[src/rtl/sram_controller.sv]
// Sequences one 32-bit CPU load/store as two 16-bit SRAM accesses (low half, then high half).
// The pipeline is stalled through ready while a transaction is in flight.
module sram_controller #(
    parameter int unsigned BASE_ADDR   = 1024,
    parameter int unsigned HALF_CYCLES = 2
) (
    input  logic        clk,
    input  logic        rst,
    input  logic        mem_read,
    input  logic        mem_write,
    input  logic [31:0] address,
    input  logic [31:0] write_data,
    output logic [31:0] read_data,
    output logic        ready,
    output logic [17:0] sram_addr,
    output logic        sram_we_n,
    output logic        sram_oe_n,
    output logic        sram_ce_n,
    output logic [15:0] sram_dq_out,
    output logic        sram_dq_oe,
    input  logic [15:0] sram_dq_in
);

    localparam logic [3:0] CntLast = 4'(HALF_CYCLES - 1);

    typedef enum logic [1:0] {
        StIdle,
        StLow,
        StHigh,
        StDone
    } state_e;

    state_e      state_q, state_d;
    logic [3:0]  cnt_q, cnt_d;
    logic        is_write_q, is_write_d;
    logic [16:0] index_q, index_d;
    logic [31:0] wdata_q, wdata_d;
    logic [15:0] rd_low_q, rd_low_d;
    logic [31:0] read_data_q, read_data_d;

    // Only the low 19 bits of the offset can reach the 17-bit word index.
    logic [18:0] offset;
    logic        cnt_last;
    logic        unused_bits;

    assign offset      = address[18:0] - 19'(BASE_ADDR);
    assign cnt_last    = (cnt_q == CntLast);
    assign unused_bits = ^{address[31:19], offset[1:0]};

    always_ff @(posedge clk or negedge rst) begin
        if (!rst) begin
            state_q     <= StIdle;
            cnt_q       <= '0;
            is_write_q  <= 1'b0;
            index_q     <= '0;
            wdata_q     <= '0;
            rd_low_q    <= '0;
            read_data_q <= '0;
        end else begin
            state_q     <= state_d;
            cnt_q       <= cnt_d;
            is_write_q  <= is_write_d;
            index_q     <= index_d;
            wdata_q     <= wdata_d;
            rd_low_q    <= rd_low_d;
            read_data_q <= read_data_d;
        end
    end

    always_comb begin
        state_d     = state_q;
        cnt_d       = cnt_q;
        is_write_d  = is_write_q;
        index_d     = index_q;
        wdata_d     = wdata_q;
        rd_low_d    = rd_low_q;
        read_data_d = read_data_q;

        case (state_q)
            StIdle: begin
                if (mem_read || mem_write) begin
                    state_d    = StLow;
                    cnt_d      = '0;
                    is_write_d = mem_write;
                    index_d    = offset[18:2];
                    wdata_d    = write_data;
                end
            end
            StLow: begin
                if (cnt_last) begin
                    state_d = StHigh;
                    cnt_d   = '0;
                    if (!is_write_q) begin
                        rd_low_d = sram_dq_in;
                    end
                end else begin
                    cnt_d = cnt_q + 4'd1;
                end
            end
            StHigh: begin
                if (cnt_last) begin
                    state_d = StDone;
                    cnt_d   = '0;
                    if (!is_write_q) begin
                        read_data_d = {sram_dq_in, rd_low_q};
                    end
                end else begin
                    cnt_d = cnt_q + 4'd1;
                end
            end
            StDone: begin
                state_d = StIdle;
            end
            default: begin
                state_d = StIdle;
                cnt_d   = '0;
            end
        endcase
    end

    always_comb begin
        sram_ce_n   = 1'b1;
        sram_we_n   = 1'b1;
        sram_oe_n   = 1'b1;
        sram_dq_oe  = 1'b0;
        sram_addr   = '0;
        sram_dq_out = '0;

        if (state_q == StLow || state_q == StHigh) begin
            sram_ce_n = 1'b0;
            sram_addr = {index_q, (state_q == StHigh)};
            if (is_write_q) begin
                sram_dq_oe  = 1'b1;
                sram_dq_out = (state_q == StHigh) ? wdata_q[31:16] : wdata_q[15:0];
                // Release we_n one cycle early so the address is stable on its rising edge.
                sram_we_n   = cnt_last;
            end else begin
                sram_oe_n = 1'b0;
            end
        end
    end

    assign ready     = (state_q == StDone) ||
                       ((state_q == StIdle) && !mem_read && !mem_write);
    assign read_data = read_data_q;

endmodule

[config.mk]
export PLATFORM = sky130hd
export DESIGN_NAME = sram_controller
export DESIGN_NICKNAME = d
export VERILOG_FILES = /design/src/rtl/sram_controller.sv
export SDC_FILE = /design/constraint.sdc
export NUM_CORES = 1
export LEC_CHECK = 0
export ABC_CLOCK_PERIOD_IN_PS = 2300
export BUFFER_PORTS_ARGS = -buffer_cell sky130_fd_sc_hd__clkbuf_2
export CAP_MARGIN = 10
export CORE_ASPECT_RATIO = 1.1
export CORE_MARGIN = 10
export CORE_UTILIZATION = 50
export CTS_CLUSTER_SIZE = 20
export DETAILED_ROUTE_END_ITERATION = 10
export PLACE_DENSITY = 0.8
export SYNTH_ARGS = -nofsm -noshare
export SYNTH_HDL_FRONTEND = slang
export SYNTH_SLANG_ARGS = --single-unit
export TNS_END_PERCENT = 100
[constraint.sdc]
create_clock -name clk -period 2.3 [get_ports clk]
set_input_delay 0.46 -clock clk [delete_from_list [all_inputs] [get_ports clk]]
set_output_delay 0.46 -clock clk [all_outputs]
set_load 0.02 [all_outputs]
==> run summary, run 1 <==
The flow ran to the end, and the final reports show no timing, DRC or antenna violations. The multiplexer share of the synthesized area is 0.157. The floorplan die area is 13300 um2. In the synthesized netlist the async set-or-reset flop fraction comes to 1.00. The clock latency on the worst-skew pair is 360 ps. STA classifies the critical path startpoint as a flip-flop.

The detailed placer's ending HPWL came out at just over 8 mm. In this run the critical register-to-register path is captured at cnt_q[2]$_DFFE_PN0P_. The average instance in the mapped netlist occupies 10.8 um2.

The leakage power came out at 2.96 nW. Of the total synthesized cell area, the portion taken by full adders, half adders and majority gates is 0.0193. The highest ir drop seen on vdd is 0.810 mV. TritonCTS created 9 clock buffers.

The fill cell instance count of the final layout came out at 725. The final weighted congestion in routability-driven placement came out at 0.773. In this run the critical register-to-register path is launched from state_q[1]$_DFFE_PN0P_. The power density over the cells is 1550 nW/um2. The number of buffers between clock root and the deepest sink is 2. The clock slew at the register clock pins of the worst setup and hold paths is 90 ps. The worst endpoint data arrival time is 1700 ps. The path class of the tightest hold or removal check is input pin to asynchronous set/reset pin. For this configuration, the core starts out at a cell density of 0.512. By area, the combinational part of the netlist is dominated by simple AND/OR/NAND/NOR gates. The largest fanout on the critical path came out at 18.

Setup violations remaining at the end of the flow were counted as 0. The cell sitting at the root of the clock tree is a clkbuf_8. The total global-route track usage is 0.163.

The number of global-route vias before repair was 3658. The fraction of the mapped netlist area in compound gates was 0.0364. The minimum clock period after layout came out at 2160 ps. Entering global routing, the biggest net connects 51 pins. The overflow left after global routing is 0. The row count is 36. The type of element capturing the critical path is an output port. The proportion of layout cells with a drive suffix above 1 came out at 0.401.

From synthesis to final layout, the design area changed by 25.8%. The finished layout cell area came out at approximately 5700 um2. The initial detailed-routing violation count came out at 171.

The total number of vias came out at 3463. The post-synthesis simple-gate area fraction came out at 0.188. The number of pins exceeding their max-slew limit in the final report is 0.

The height of the die is between 100 and 150 um. Summing all placed instances gives a cell area of between 5000 and 6000 um2. The final routed wire length divided by cell count is 16.0 um. The data required time of the worst path is 1840 ps.

Of the total synthesized cell area, the portion taken by XOR and XNOR cells is 0.00386. Clock tree synthesis found a total of about 100 sinks. The region available for standard cell placement spans 8870 um2. On the final layout, the worst hold slack is 84.6 ps. The number of instances in the synthesized netlist came out at 421. The initial antenna violation count came out at 0. Yosys mapped a number of flops with a built-in enable equal to 0. Setup repair after global routing left no endpoint under its margin. Excluding fillers, the count of instances in the completed layout stands at 683.

In the global route stage, met1 resource usage came out at 0.207. TritonCTS built the clock tree. The sum of routed wire length over all layers came out at 10.9 mm. The sequential share of the synthesized area is 0.573. The post-synthesis register bit count is approximately 100. The cell depth of the worst flop-to-flop path is 6. In this run the tightest slew margin relative to its limit is 0.552. The tool flagged a number of max-cap violations equal to 0.

The slew at the pin closest to its max-slew limit is 669 ps. The first detailed-routing pass ran for 4 iterations. The level count of the clock H-tree is 3.

The routing usage on met3 is 0.0548. The post-route clock period utilization is 0.939. The total power consumption of the routed design came out at 8.87 mW. The global routing stage identified its most utilized layer as met2.

The hold violation total from the final report came out at 0. The worst-case register-to-register setup slack came out at 420 ps. The number of placed instances, taps included is 665.

The total of warnings raised by yosys is 0. On the final layout, the worst clock skew is 11.3 ps. The overall die width came out at 111 um. 155 I/O pins were placed.

0 antenna diodes ended up in the layout. The mean number of vias per cell is between 5 and 6. The achievable clock frequency is 0.463 GHz. The net count of the finished layout is ~660.

In the routed design, unresolved DRC markers number 0. The count of antenna-violating nets left after detailed routing is 0. The met2 global-route usage is 0.255. The post-route setup TNS is 0 ps. The net count after synthesis is roughly 510. The count of input and output buffers came out at 139. The worst setup path is of the flip-flop to output port kind. The first-pass GRT wire length came out at 18.2 mm. The count of distinct cell types in the synthesized netlist is 36. For this run, the leading register cell type out of synthesis is dfrtp_1. The netlist area before placement is 4540 um2.
## through the flow
step | utilization | worst slack, ps
final | 0.644 | 140
after floorplan | - | 149
after CTS | 0.640 | 0.677
after detailed placement | 0.613 | 392
after global placement | 0.613 | 414
after global routing | 0.644 | 12.8
## synth_stat cells (2+ instances only)
| library cell | n | share of area |
|---|---|---|
| dfrtp_1 | 104 | 0.57 |
| mux2i_1 | 17 | 0.037 |
| xnor2_1 | 2 | 0.0039 |
| inv_1 | 7 | 0.0058 |
| nor3b_1 | 2 | 0.0033 |
| and2_1 | 18 | 0.025 |
| nor2_1 | 22 | 0.018 |
| nand3_1 | 2 | 0.0022 |
| ha_1 | 7 | 0.019 |
| o21ai_0 | 10 | 0.011 |
| buf_1 | 3 | 0.0025 |
| a31oi_1 | 5 | 0.0069 |
| or3b_2 | 2 | 0.0039 |
| buf_2 | 6 | 0.0066 |
| mux2_2 | 48 | 0.12 |
| clkbuf_1 | 10 | 0.0083 |
| o31ai_1 | 3 | 0.0050 |
| or4_1 | 2 | 0.0033 |
| or3_1 | 2 | 0.0028 |
| nand2_1 | 130 | 0.11 |
| nand2b_1 | 4 | 0.0055 |
## worst max-delay path, cell delays in order, from the launching register on
cell      delay, ps
dfrtp_1         400
inv_2            80
ha_2            220
buf_12          190
mux2i_2         250
nor2_2           50
clkbuf_2        150
## cell families after synthesis
| logic type | Yosys count |
|---|---|
| and+or+nand+nor | 191 |
| buffers and inverters | 26 |
| muxes | 65 |
| AOI/OAI and AO/OA | 26 |
| xor gates and xnor gates | 2 |
| adders and majority gates | 7 |
| DFF | 104 |
## placed cells by master (no fill, tap or decap), drive strengths merged
master,count
a211oi,1
a21o,1
a21oi,1
a221o,1
a31oi,5
a32o,1
and2,18
buf,13
bufinv,2
clkbuf,150
clkinv,1
dfrtp,104
ha,7
inv,8
mux2,48
mux2i,17
nand2,131
nand2b,4
nand3,2
nor2,22
nor3b,2
nor4,1
nor4b,1
o21a,1
o21ai,11
o2bb2ai,1
o31ai,3
or2,1
or3,3
or3b,3
or4,3
xnor2,2
## final cells by class
type	count	area, um2	area share
sequential	104	2600	0.456
clock buffer	12	165	0.0289
tap	114	143	0.0250
inverter	7	26.3	0.00460
multi-input combinational	291	1860	0.325
clock inverter	4	73.8	0.0129
timing repair buffer	151	845	0.148
## layer usage
metal	vias to the layer above	wire length [um]
met5	-	0
met4	0	140
met3	12	858
met2	116	4930
met1	1664	5010
li1	1671	-
## worst max-delay path by stage
stage,startpoint,to,slack (ps),cells past startpoint
2_1_floorplan,state_q[0]$_DFFE_PN0P_,sram_dq_out[10],150,6
3_3_place_gp,address[10],index_q[16]$_DFFE_PN0P_,410,6
3_5_place_dp,address[10],index_q[14]$_DFFE_PN0P_,390,6
4_1_cts,state_q[1]$_DFFE_PN0P_,ready,0.7,5
5_1_grt,state_q[1]$_DFFE_PN0P_,sram_dq_out[14],10,6
6_report,state_q[0]$_DFFE_PN0P_,sram_dq_out[12],140,6
## timing repair
item	in CTS	in global routing
resized for setup	1	8
hold buffers	0	0
endpoints found under the setup margin	1	19
buffers inserted	0	2
## report_power, final
part	total (mW)	switching [mW]	internal (mW)
registers	3.23	0.496	2.74
clock network	1.31	0.606	0.705
logic	4.33	2.58	1.74
total	8.87	3.69	5.19
## registers in the layout, indices dropped and copies added, names as in the netlist
name        count
wdata_q        32
cnt_q           4
state_q         2
read_data      32
rd_low_q       16
is_write_q      1
index_q        17
Note: power is estimated with default switching activity, not from simulation.
==> run 2, diff against run 1 <==
--- a/config.mk
+++ b/config.mk
@@ -5,15 +5,16 @@
 export SDC_FILE = /design/constraint.sdc
 export NUM_CORES = 1
 export LEC_CHECK = 0
+export ABC_AREA = 1
 export ABC_CLOCK_PERIOD_IN_PS = 2300
 export BUFFER_PORTS_ARGS = -buffer_cell sky130_fd_sc_hd__clkbuf_2
 export CAP_MARGIN = 10
-export CORE_ASPECT_RATIO = 1.1
+export CORE_ASPECT_RATIO = 0.8
 export CORE_MARGIN = 10
 export CORE_UTILIZATION = 50
 export CTS_CLUSTER_SIZE = 20
 export DETAILED_ROUTE_END_ITERATION = 10
-export PLACE_DENSITY = 0.8
+export PLACE_DENSITY = 0.79
 export SYNTH_ARGS = -nofsm -noshare
 export SYNTH_HDL_FRONTEND = slang
 export SYNTH_SLANG_ARGS = --single-unit
==> run summary, run 2 <==
The count of pins on the block boundary is 155 (unchanged). The level count of the clock H-tree came out at 3 (unchanged). The starting density of the core came out at 0.512 (about the same). The clock slew at the register clock pins of the worst setup and hold paths is 70 ps (was 90 ps). The start point of the critical path is state_q[1]$_DFFE_PN0P_ (was state_q[0]$_DFFE_PN0P_).

The dominant combinational cell family by area after synthesis was simple AND/OR/NAND/NOR gates (unchanged). The initial detailed-routing violation count came out at 261 (was 171). The final weighted congestion in routability-driven placement was 0.804 (was 0.773). The synthesized-area fraction occupied by adder cells came out at 0.0188 (was 0.0193). The minimum clock period after layout came to 2220 ps (was 2160 ps).

The prevailing post-synth register cell is dfrtp_1 (unchanged). The fraction of the mapped netlist area in compound gates came out at 0.0749 (was 0.0364). The largest fanout on the critical path came out at 17 (was 18). The worst endpoint data arrival time is 1760 ps (was 1700 ps). The post-route clock period utilization is 0.965 (was 0.939). The capture point of the worst path is sram_dq_out[3] (was sram_dq_out[12]).

The post-synthesis simple-gate area fraction is 0.250 (was 0.188). The clock buffer count from CTS came to 9 (unchanged). The post-synthesis register bit count came out at 104 (unchanged).

The count of distinct cell types in the synthesized netlist was 27 (was 36). The number of pins exceeding their max-slew limit in the final report came out at 0 (unchanged). The total of max-cap violations was 0 (unchanged). The type of element capturing the critical path is an output port (unchanged). The power density over the cells is 1560 nW/um2 (was 1550 nW/um2). The layer carrying the most global-route usage is met2 (unchanged).

The fraction of registers with async set/reset came out at 1.00 (unchanged). The netlist area before placement came out at 4650 um2 (was 4540 um2). The sort of element at the start of the critical path is a flip-flop (unchanged).

The post-synthesis xor/xnor area fraction came out at 0.00377 (was 0.00386). The reg-to-reg endpoint is read_data[12]$_DFFE_PN0P_ (was cnt_q[2]$_DFFE_PN0P_). The DRC violations left came out at 0 (unchanged). The hold violation total from the final report is 0 (unchanged). The count of antenna diodes in the layout is 0 (unchanged). The achievable clock frequency came out at 0.451 GHz (was 0.463 GHz). The net count after synthesis came out at 656 (was 512). The total global-route track usage came out at 0.172 (was 0.163).

The sequential share of the synthesized area is 0.560 (was 0.573). The slew at the pin closest to its max-slew limit came out at 632 ps (was 669 ps). The worst min-delay path class is input pin to asynchronous set/reset pin (unchanged). The cell type contributing the most total cell area after synthesis is dfrtp_1 (unchanged). The first-pass GRT wire length came out at 19.5 mm (was 18.2 mm). Outcome: finished, final reports clean (unchanged). The total of warnings raised by yosys came out at 0 (unchanged). The number of buffers between clock root and the deepest sink was 2 (unchanged). Top library cells by usage in the layout, fill and taps aside: 214 x nand2_1, 127 x clkbuf_2, 104 x dfrtp_1 (was 137 x clkbuf_2, 130 x nand2_1, 104 x dfrtp_1). The clock latency on the worst-skew pair came out at 340 ps (was 360 ps).

The detailed placer's ending HPWL is 8.50 mm (was 8.11 mm). The largest net degree at the start of global routing came out at 65 (was 51). The count of antenna-violating nets left after detailed routing came to 0 (unchanged). The worst hold slack is 92.5 ps (was 84.6 ps). The global routing met1 resource utilization is 0.208 (was 0.207).

The count of nets after finishing came to 794 (was 655). The routing usage on met3 came out at 0.0765 (was 0.0548). The multiplexer share of the synthesized area came out at 0.00215 (was 0.157). The final clock skew is 6.94 ps (was 11.3 ps). The number of synthesized flops with an enable pin came out at 0 (unchanged). The most common cell after layout, fill and taps aside is nand2_1 (was clkbuf_2). The layout overhead on the synthesized area was 25.6% (was 25.8%). The clock root buffer master is clkbuf_16 (was clkbuf_8). The TritonCTS clock tree is yes (unchanged). The leakage power came to 3.37 nW (was 2.96 nW).

The row count is 31 (was 36). The overall die width is 128 um (was 111 um). The number of setup violations in the final report came out at 0 (unchanged). The sink count of the clock tree is 104 (unchanged). The height of the die came out at 106 um (was 120 um). Cell types occupying the most area after synthesis: dfrtp_1 56%, nand2_1 17%, inv_1 5.4% (was dfrtp_1 57%, mux2_2 12%, nand2_1 11%). The number of instances in the synthesized netlist came to 565 (was 421).

The number of optimization iterations in the first detailed-route pass was 4 (unchanged). The overflow left after global routing came out at 0 (unchanged). The fill cell instance count of the final layout is 793 (was 725). The data required time of the worst path is 1840 ps (about the same). The finished layout cell area was 5830 um2 (was 5710 um2). The number of global-route vias before repair came out at 4057 (was 3658). The mean number of vias per cell came out at 4.83 (was 5.07). The floorplan die area came out at 13600 um2 (was 13300 um2). The relative slew slack came out at 0.579 (was 0.552). Leading cell types by count after synthesis: 214 x nand2_1, 104 x dfrtp_1, 67 x inv_1 (was 130 x nand2_1, 104 x dfrtp_1, 48 x mux2_2). The fraction of synthesized cell area taken by the top area cell type is 0.560 (was 0.573).

The worst-case register-to-register setup slack came to 370 ps (was 420 ps). The most instantiated library cell after synthesis is nand2_1 (unchanged). The kind of critical path is flip-flop to output port (unchanged). The total number of vias came out at 3971 (was 3463). The initial antenna violation count came out at 0 (unchanged).

The post-placement cell area is 5420 um2 (was 5440 um2). The count of input and output buffers is 139 (unchanged). The worst flop-to-flop path startpoint was state_q[1]$_DFFE_PN0P_ (unchanged). The highest ir drop seen on vdd was 0.967 mV (was 0.810 mV). The sum of routed wire length over all layers is 11.5 mm (was 10.9 mm). The average cell area after synthesis is 8.22 um2 (was 10.8 um2). The cell depth of the worst flop-to-flop path is 5 (was 6). The area of the core region is 9080 um2 (was 8870 um2). The final routed wire length divided by cell count came out at 14.0 um (was 16.0 um). The met2 global-route usage is 0.275 (was 0.255).

The proportion of layout cells with a drive suffix above 1 is 0.260 (was 0.401).
## run 2: where the power goes
group	switching, mW	total, mW	leakage, nW	internal (mW)
clock	0.667	1.63	0.145	0.958
sequential	0.485	3.21	1.28	2.72
combinational	2.82	4.28	1.95	1.46
## run 2: repair_timing
item,4_1_cts,5_1_grt
hold buffers,0,0
endpoints found under the setup margin,5,16
gates resized for setup,10,15
buffers inserted,1,4
## run 2: per-stage QoR
stage	util	worst slack (ps)	TNS, ps	instances	power [mW]
global placement	0.597	338	0	802	7.26
CTS	0.637	13.2	0	819	9.14
floorplan	-	92.4	0	565	6.04
finish	0.643	81.1	0	823	9.12
detailed placement	0.597	288	0	802	7.41
global route	0.643	-18.1	-112	823	9.92
## run 2: layout make-up
cell class | instances | area, um2 | area share
sequential | 104 | 2600 | 0.446
multi-input combinational | 367 | 1670 | 0.285
timing repair buffer | 152 | 843 | 0.145
inverter | 69 | 259 | 0.0444
clock buffer | 10 | 229 | 0.0392
tap | 115 | 144 | 0.0247
clock inverter | 6 | 91.3 | 0.0157
## run 2: cells by family (layout without fill, tap and decap cells)
logic type,after synthesis,count (layout)
fa+ha+maj,7,7
flops,104,104
xor+xnor,2,2
buf+inv,94,237
simple gates,292,292
compound gates,65,65
mux,1,1
## run 2: how the worst min path moves through the flow
stage	startpoint	endpoint	cells after the start
final	rst	wdata_q[17]$_DFFE_PN0P_	1
after global placement	rst	wdata_q[17]$_DFFE_PN0P_	1
after CTS	rst	wdata_q[30]$_DFFE_PN0P_	1
after global routing	rst	wdata_q[17]$_DFFE_PN0P_	1
after detailed placement	index_q[5]$_DFFE_PN0P_	index_q[5]$_DFFE_PN0P_	2
after floorplan	rst	cnt_q[0]$_DFFE_PN0P_	0
## run 2: per-layer routing
metal	vias up	routed length (um)
met3	20	1070
met1	1831	4710
li1	2000	-
met2	120	5550
met5	-	0
met4	0	163
## run 2: worst max-delay path: stages, from the launching register on
cell	delay (ps)
dfrtp_1	390
inv_1	80
ha_1	290
nand2_1	60
buf_6	170
nor3_2	240
buf_4	180
